<file path="src/rtl/load_unit.sv">
// Load unit: fetches one 32-bit word from data memory and extracts a word, half or byte,
// sign- or zero-extended, with alignment checking and a single-cycle done/misalign pulse.
module load_unit #(
  parameter int ADDR_W = 9
) (
  input  logic              clk,
  input  logic              rst,
  input  logic              start,
  input  logic [ADDR_W-1:0] address,
  input  logic [1:0]        LOADwhb,
  input  logic              LOADsign,
  output logic              mem_rd,
  output logic [ADDR_W-1:0] mem_addr,
  input  logic [31:0]       mem_dout,
  output logic [31:0]       dout,
  output logic              busy,
  output logic              done,
  output logic              misalign
);

  typedef enum logic [2:0] {IDLE, READ, ALIGN, DONE, ERR} state_t;

  state_t      state, state_next;
  logic [1:0]  addr_lo;
  logic [1:0]  whb_q;
  logic        sign_q;
  logic [31:0] raw_q;
  logic        accept;
  logic        is_misaligned;
  logic [7:0]  byte_sel;
  logic [15:0] half_sel;
  logic [31:0] extracted;

  // Byte loads can never be misaligned; 2'b11 behaves as a word load.
  always_comb begin
    is_misaligned = 1'b0;
    case (LOADwhb)
      2'b01:   is_misaligned = address[0];
      2'b10:   is_misaligned = 1'b0;
      default: is_misaligned = (address[1:0] != 2'b00);
    endcase
  end

  assign accept = (state == IDLE) && start;

  always_comb begin
    state_next = state;
    case (state)
      IDLE:    if (start) state_next = is_misaligned ? ERR : READ;
      READ:    state_next = ALIGN;
      ALIGN:   state_next = DONE;
      DONE:    state_next = IDLE;
      ERR:     state_next = IDLE;
      default: state_next = IDLE;
    endcase
  end

  assign busy     = (state != IDLE);
  assign mem_rd   = (state == READ);
  assign done     = (state == DONE) || (state == ERR);
  assign misalign = (state == ERR);

  always_comb begin
    byte_sel = raw_q[7:0];
    case (addr_lo)
      2'd0: byte_sel = raw_q[7:0];
      2'd1: byte_sel = raw_q[15:8];
      2'd2: byte_sel = raw_q[23:16];
      2'd3: byte_sel = raw_q[31:24];
      default: byte_sel = raw_q[7:0];
    endcase
    half_sel = addr_lo[1] ? raw_q[31:16] : raw_q[15:0];
    case (whb_q)
      2'b01:   extracted = {{16{sign_q & half_sel[15]}}, half_sel};
      2'b10:   extracted = {{24{sign_q & byte_sel[7]}}, byte_sel};
      default: extracted = raw_q;
    endcase
  end

  // Request fields are captured only on acceptance so later input changes cannot disturb a load.
  always_ff @(posedge clk) begin
    if (rst) begin
      state    <= IDLE;
      addr_lo  <= 2'b00;
      whb_q    <= 2'b00;
      sign_q   <= 1'b0;
      raw_q    <= 32'h0;
      mem_addr <= '0;
      dout     <= 32'h0;
    end else begin
      state <= state_next;
      if (accept) begin
        addr_lo <= address[1:0];
        whb_q   <= LOADwhb;
        sign_q  <= LOADsign;
        if (!is_misaligned) mem_addr <= {address[ADDR_W-1:2], 2'b00};
      end
      if (state == READ)  raw_q <= mem_dout;
      if (state == ALIGN) dout  <= extracted;
    end
  end

endmodule

</file>
<file path="config.mk">
export PLATFORM = sky130hd
export DESIGN_NAME = load_unit
export DESIGN_NICKNAME = d
export VERILOG_FILES = /design/src/rtl/load_unit.sv
export SDC_FILE = /design/constraint.sdc
export NUM_CORES = 1
export LEC_CHECK = 0
export ABC_AREA = 1
export CAP_MARGIN = 15
export CORE_MARGIN = 2
export CORE_UTILIZATION = 25
export DETAILED_ROUTE_END_ITERATION = 6
export GPL_ROUTABILITY_DRIVEN = 0
export REMOVE_ABC_BUFFERS = 1
export SYNTH_ARGS = -nofsm -noshare
export SYNTH_HDL_FRONTEND = slang
export SYNTH_SLANG_ARGS = --single-unit
</file>
<file path="constraint.sdc">
create_clock -name clk -period 2.1 [get_ports clk]
set_input_delay 0.21 -clock clk [delete_from_list [all_inputs] [get_ports clk]]
set_output_delay 0.21 -clock clk [all_outputs]
set_load 0.005 [all_outputs]
</file>
==> results of run 1 <==
-- where the power goes --
part	leakage, nW	internal (mW)	switching (mW)
Clock	0.136	0.802	0.645
Sequential	0.646	1.67	0.107
Combinational	1.11	0.445	0.574
-- sequential cells by signal, indices dropped and copies added, names as in the netlist --
name and cells:
raw_q 32, sign_q 1, mem_addr 7, whb_q 2, addr_lo 2, dout 32
state 3
-- how the worst max path moves through the flow --
stage                                     to  cells after the start  slack [ns]
floorplan               dout[7]$_SDFFE_PP0P_                      8       -0.03
global placement    mem_addr[2]$_SDFFE_PP0P_                     10        0.29
detailed placement  mem_addr[4]$_SDFFE_PP0P_                     10        0.18
CTS                                     done                      3        0.21
global route            dout[6]$_SDFFE_PP0P_                      8        0.04
finish                                  done                      3        0.23
-- layout make-up --
cell class | count | share of cell area, %
Multi-Input combinational cell | 317 | 34.5
Clock buffer | 9 | 4.65
Tap cell | 180 | 4.65
Timing Repair Buffer | 100 | 20.1
Inverter | 31 | 2.40
Sequential cell | 79 | 32.7
Clock inverter | 7 | 1.01
-- cells by family (layout without fill, tap and decap cells) --
group,Yosys count,after routing
AO/OA/AOI/OAI,179,179
adder cells (fa/ha/maj),3,3
buffers and inverters,64,147
flip-flops,79,79
other,1,2
AND/OR/NAND/NOR,133,133
-- cell usage after synthesis --
master    instances  share of area [%]
inv_1            29                3.1
buf_6             3               0.95
o21ai_0          80                 11
or2_2             1               0.18
o21ai_2           1               0.25
nand3_1           9                1.3
nand4_1           1               0.18
nor3_1            2               0.28
nor2_1           49                5.2
nand3_4           1               0.49
nand3_2           2               0.56
nor2_4            1               0.32
nor2_2            3               0.53
a21oi_4          11                5.0
nand2_1          61                6.4
nand2_2           1               0.18
a21o_1            1               0.21
conb_1            1               0.11
o211ai_1          7                1.5
buf_12            1               0.56
buf_2             9                1.3
a31oi_1           1               0.18
clkbuf_1         17                1.8
o22ai_1           1               0.18
a22oi_1           1               0.21
o21ai_1           2               0.28
o21bai_1          1               0.21
nand2_4           2               0.63
dfxtp_1          79                 45
buf_4             3               0.63
a21oi_1          73                 10
ha_1              3                1.1
inv_2             2               0.21
-- worst max-delay path, cell delays in order (launching register included) --
cell and delay (ns):
dfxtp_1 0.36, or2_2 0.31, o22ai_1 0.12, clkdlybuf4s50_1 0.53
-- per-layer routing --
metal	wire (µm)	up-vias
li1	-	1688
met1	4670	1520
met2	4840	93
met4	150	0
met5	0	-
met3	755	12
-- stage by stage --
| step | hold WS [ns] | power, mW |
|---|---|---|
| floorplan | 0.279 | 2.35 |
| global placement | 0.445 | 2.81 |
| detailed placement | 0.454 | 2.83 |
| CTS | 0.453 | 4.30 |
| global route | 0.455 | 4.50 |
| finish | 0.457 | 4.24 |
==> flow_summary_export.csv, run 1 <==
group,metric,value,unit
finish,num-nets-final,588,
clock_tree,root_buffer,"clkbuf_16",
global_route,met2_usage,22.7,%
setup_path,crit_path_end_kind,"primary output",
die,boundaryPins,92,
yosys,synthCells,459,
global_route,grt_max_degree,38,
setup_path,cp.arrival,1.66,ns
timing,final_hold_viol_count,0,
min_path,hp-class,"reg -> reg",
die,dieArea,0.0152,mm²
run_status,status,"completed",
setup_path,r2r_slack,0.30,ns
clock_tree,cts_resized,0,
global_route,grt.overflow.total,0,
yosys,yosys.area_share.simple,16.2,%
power,p_leak,1.89,nW
yosys,synth.yosys.seq_area_share,44.5,%
clock_tree,clkLatencyLatePin,0.34,ns
yosys,synth_seq_cells,79,
die,rows,43,
timing,max_freq,536,MHz
finish,layout-drive-gt1-share,9.58,%
min_path,hold_depth,2,
yosys,avgSynthCellArea,7.74,µm²
timing,finalMaxSlewViolations,0,
global_route,grt_pass1_wl,16700,µm
detailed_routing,vias,3313,
detailed_routing,drc,0,
setup_path,r2r-end,"dout[18]$_SDFFE_PP0P_",
finish,antennaDiodeCount,0,
clock_tree,post_cts_buffers,0,
setup_path,reg2reg_depth,7,
placed_design,dpl_cell_area,0.00457,mm²
yosys,muxShareOfSynthArea,0,%
finish,mostFrequentLayoutCells,"clkdlybuf4s50_1 (89), o21ai_0 (80), dfxtp_1 (79)",
timing,relSlewSlack,60.6,%
min_path,min_from,"raw_q[1]$_SDFFE_PP0P_",
global_route,grt_pass1_vias,3379,
timing,setup_violations,0,
setup_path,r2r_start,"addr_lo[0]$_SDFFE_PP0P_",
clock_tree,hold_buffers,0,
detailed_routing,dr.pass1.iters,4,
global_route,antenna_found_initial,0,
clock_tree,cts_tree,"yes",
global_route,grt_use_total,14.3,%
timing,worst_slack,0.234,ns
detailed_routing,via_per_inst,4.58,
clock_tree,clock_sinks,79,
yosys,synth_adder_area_share,1.06,%
global_route,grtUsageMet1,18.2,%
detailed_routing,drtIter0Drc,242,
yosys,synth_compound_area_share,29.6,%
yosys,synthesis.area,0.00355,mm²
placed_design,numPortBuffers,89,
power,max-vdd-ir-drop,0.000461,V
setup_path,startpoint,"state[1]$_SDFFE_PP0P_",
clock_tree,clk_pin_slew,0.07,ns
finish,finalInstanceArea,0.00484,mm²
timing,rsz0062_at_grt,"no",
clock_tree,cts_made_buffers,9,
die,initial_core_util,25.6,%
finish,instances_no_fill,723,
setup_path,path_class,"reg -> out",
job,drv_cap,0,
finish,regArea,0.00158,mm²
timing,skew,0.00677,ns
detailed_routing,totalWireLength,10400,µm
setup_path,crit_required,1.89,ns
timing,min_period,1.87,ns
yosys,synth_top_family_by_area,"compound AO/OA/AOI/OAI gates",
finish,multi_input_area,0.00167,mm²
die,core_area,0.0139,mm²
yosys,ys_types,33,
detailed_routing,final_antenna_net_count,0,
power,p_per_area,875,mW/mm²
yosys,yosys_warnings,0,
placed_design,pre_cts_ws,0.178,ns
global_route,grtUsageMet3,5.26,%
clock_tree,cts_max_path_buffers,2,
detailed_routing,avgRoutedWirePerCell,14.4,µm
timing,tightestPinTransition,0.591,ns
finish,area_growth,36.4,%
finish,utilization,34.9,%
placed_design,dpl.cell_count,707,
finish,fill_cells,1479,
timing,timing.final.crit_share,88.8,%
die,fp.dieW,123,µm
timing,fin_tns_setup,0,ns
setup_path,cp_max_fo,5,
finish,final_common_cell,"clkdlybuf4s50_1",
clock_tree,cts-htree-levels,3,
min_path,min_to,"raw_q[1]$_SDFFE_PP0P_",
global_route,busiest_layer,"met2",
placed_design,hpwl,7220,µm
setup_path,startpoint_type,"register",
yosys,synthXorXnorAreaFrac,0,%
die,die_height,123,µm
(Power assumes the default switching activity.)
==> run 2, diff against run 1 <==
--- a/config.mk
+++ b/config.mk
@@ -11,6 +11,7 @@
 export CORE_UTILIZATION = 25
 export DETAILED_ROUTE_END_ITERATION = 6
 export GPL_ROUTABILITY_DRIVEN = 0
+export MAX_ROUTING_LAYER = met4
 export REMOVE_ABC_BUFFERS = 1
 export SYNTH_ARGS = -nofsm -noshare
 export SYNTH_HDL_FRONTEND = slang
==> flow_summary_export.csv, run 2 (synthesis results as in run 1) <==
group,metric,value,unit
run_status,status,"completed",
setup_path,startpoint_type,"register",
setup_path,reg2reg_depth,7,
detailed_routing,avgRoutedWirePerCell,14.5,µm
clock_tree,cts_made_buffers,9,
timing,rsz0062_at_grt,"no",
clock_tree,cts_max_path_buffers,2,
timing,skew,0.00576,ns
min_path,hold_depth,3,
job,drv_cap,0,
global_route,antenna_found_initial,0,
setup_path,crit_chain,"or2_2 > o22ai_1 > clkdlybuf4s50_1",
setup_path,path_class,"reg -> out",
placed_design,numPortBuffers,89,
clock_tree,clock_sinks,79,
finish,mostFrequentLayoutCells,"clkdlybuf4s50_1 (89), o21ai_0 (80), dfxtp_1 (79)",
setup_path,slowest_delay,0.53,ns
die,dieArea,0.0152,mm²
setup_path,r2r_slack,0.30,ns
power,max-vdd-ir-drop,0.000460,V
detailed_routing,dr.pass1.iters,5,
detailed_routing,drc,0,
timing,min_period,1.86,ns
global_route,grt_pass1_wl,16700,µm
setup_path,r2r-end,"dout[18]$_SDFFE_PP0P_",
clock_tree,root_buffer,"clkbuf_16",
detailed_routing,final_antenna_net_count,0,
power,p_total,4.24,mW
clock_tree,hold_buffers,0,
die,rows,43,
finish,area_growth,36.4,%
detailed_routing,via_per_inst,4.63,
timing,setup_violations,0,
timing,holdWs,0.459,ns
die,initial_core_util,25.6,%
timing,tightestPinTransition,0.594,ns
setup_path,crit_required,1.89,ns
min_path,hp-class,"in -> reg",
clock_tree,cts_tree,"yes",
setup_path,r2r_start,"addr_lo[0]$_SDFFE_PP0P_",
global_route,grt_pass1_vias,3396,
die,core_area,0.0139,mm²
die,fp.dieW,123,µm
global_route,grt_max_degree,38,
clock_tree,post_cts_buffers,0,
timing,finalMaxSlewViolations,0,
min_path,min_to,"mem_addr[5]$_SDFFE_PP0P_",
finish,fill_cells,1479,
clock_tree,clk_pin_slew,0.06,ns
timing,max_freq,536,MHz
clock_tree,cts-htree-levels,3,
global_route,grt_use_total,14.7,%
timing,final_hold_viol_count,0,
global_route,grt.overflow.total,0,
finish,layout-drive-gt1-share,9.58,%
finish,reg.largest.list,"dout (32), raw_q (32), mem_addr (7)",
clock_tree,clkLatencyLatePin,0.34,ns
placed_design,hpwl,7220,µm
power,p_leak,1.89,nW
die,die_height,123,µm
setup_path,slowest_stage,"clkdlybuf4s50_1",
die,boundaryPins,92,
detailed_routing,vias,3351,
clock_tree,cts_resized,0,
setup_path,crit_path_end_kind,"primary output",
setup_path,cp_max_fo,5,
min_path,min_from,"address[5]",
finish,final_common_cell,"clkdlybuf4s50_1",
finish,antennaDiodeCount,0,
setup_path,cp.arrival,1.65,ns
timing,relSlewSlack,60.4,%
timing,timing.final.crit_share,88.8,%
finish,num-nets-final,588,
detailed_routing,drtIter0Drc,262,
detailed_routing,totalWireLength,10500,µm
power,p_per_area,875,mW/mm²
==> run 2: cell counts in the layout (fill, tap and decap cells not counted) <==
No cell type changed its count.
==> run 2: worst max path at each step <==
stage | startpoint | to | slack [ns]
5_1_grt | whb_q[0]$_SDFFE_PP0P_ | dout[6]$_SDFFE_PP0P_ | 0.07
3_5_place_dp | LOADwhb[1] | mem_addr[4]$_SDFFE_PP0P_ | 0.18
2_1_floorplan | whb_q[0]$_SDFFE_PP0P_ | dout[7]$_SDFFE_PP0P_ | -0.03
4_1_cts | state[1]$_SDFFE_PP0P_ | done | 0.21
6_report | state[1]$_SDFFE_PP0P_ | done | 0.24
3_3_place_gp | LOADwhb[1] | mem_addr[2]$_SDFFE_PP0P_ | 0.29
==> run 2: metal layers <==
metal / vias up / global-route usage [%] / wire length, µm
met1: 1548 / 18.3 / 4630
li1: 1689 / - / -
met5: - / - / 0
met2: 102 / 22.8 / 4950
met4: 0 / 4.19 / 154
met3: 12 / 4.84 / 725
==> run 2: area by class of cell <==
type | count | area (µm²) | area share, %
Tap cell | 180 | 225 | 4.65
Clock inverter | 7 | 48.8 | 1.01
Inverter | 31 | 116 | 2.40
Multi-Input combinational cell | 317 | 1670 | 34.5
Clock buffer | 9 | 225 | 4.65
Timing Repair Buffer | 100 | 973 | 20.1
Sequential cell | 79 | 1580 | 32.7
==> run 2: power breakdown <==
part	switching, mW	internal (mW)	total [mW]
Combinational	0.575	0.445	1.02
Sequential	0.108	1.67	1.77
Clock	0.644	0.802	1.45
==> run 2: per-stage QoR <==
stage / TNS, ns / instances / area [µm²] / setup WS [ns] / utilization, %
2_1_floorplan: -0.0341 / 427 / 3370 / -0.0341 / -
3_3_place_gp: 0 / 707 / 4570 / 0.293 / 32.9
3_5_place_dp: 0 / 707 / 4570 / 0.178 / 32.9
4_1_cts: 0 / 723 / 4840 / 0.213 / 34.9
5_1_grt: 0 / 723 / 4840 / 0.0656 / 34.9
6_report: 0 / 723 / 4840 / 0.235 / 34.9
==> run 2: worst max-delay path, delay by kind of cell, from the launching register on <==
family                 cells  cell delay [ns]
AO/OA/AOI/OAI              1             0.12
buffers and inverters      1             0.53
flip-flops                 1             0.36
AND/OR/NAND/NOR            1             0.31
==> run 3, diff against run 2 <==
--- a/config.mk
+++ b/config.mk
@@ -13,6 +13,7 @@
 export GPL_ROUTABILITY_DRIVEN = 0
 export MAX_ROUTING_LAYER = met4
 export REMOVE_ABC_BUFFERS = 1
+export SKIP_LAST_GASP = 1
 export SYNTH_ARGS = -nofsm -noshare
 export SYNTH_HDL_FRONTEND = slang
 export SYNTH_SLANG_ARGS = --single-unit
==> results of run 3 <==
The final DEF is identical to that of run 2; final timing and power are the same.
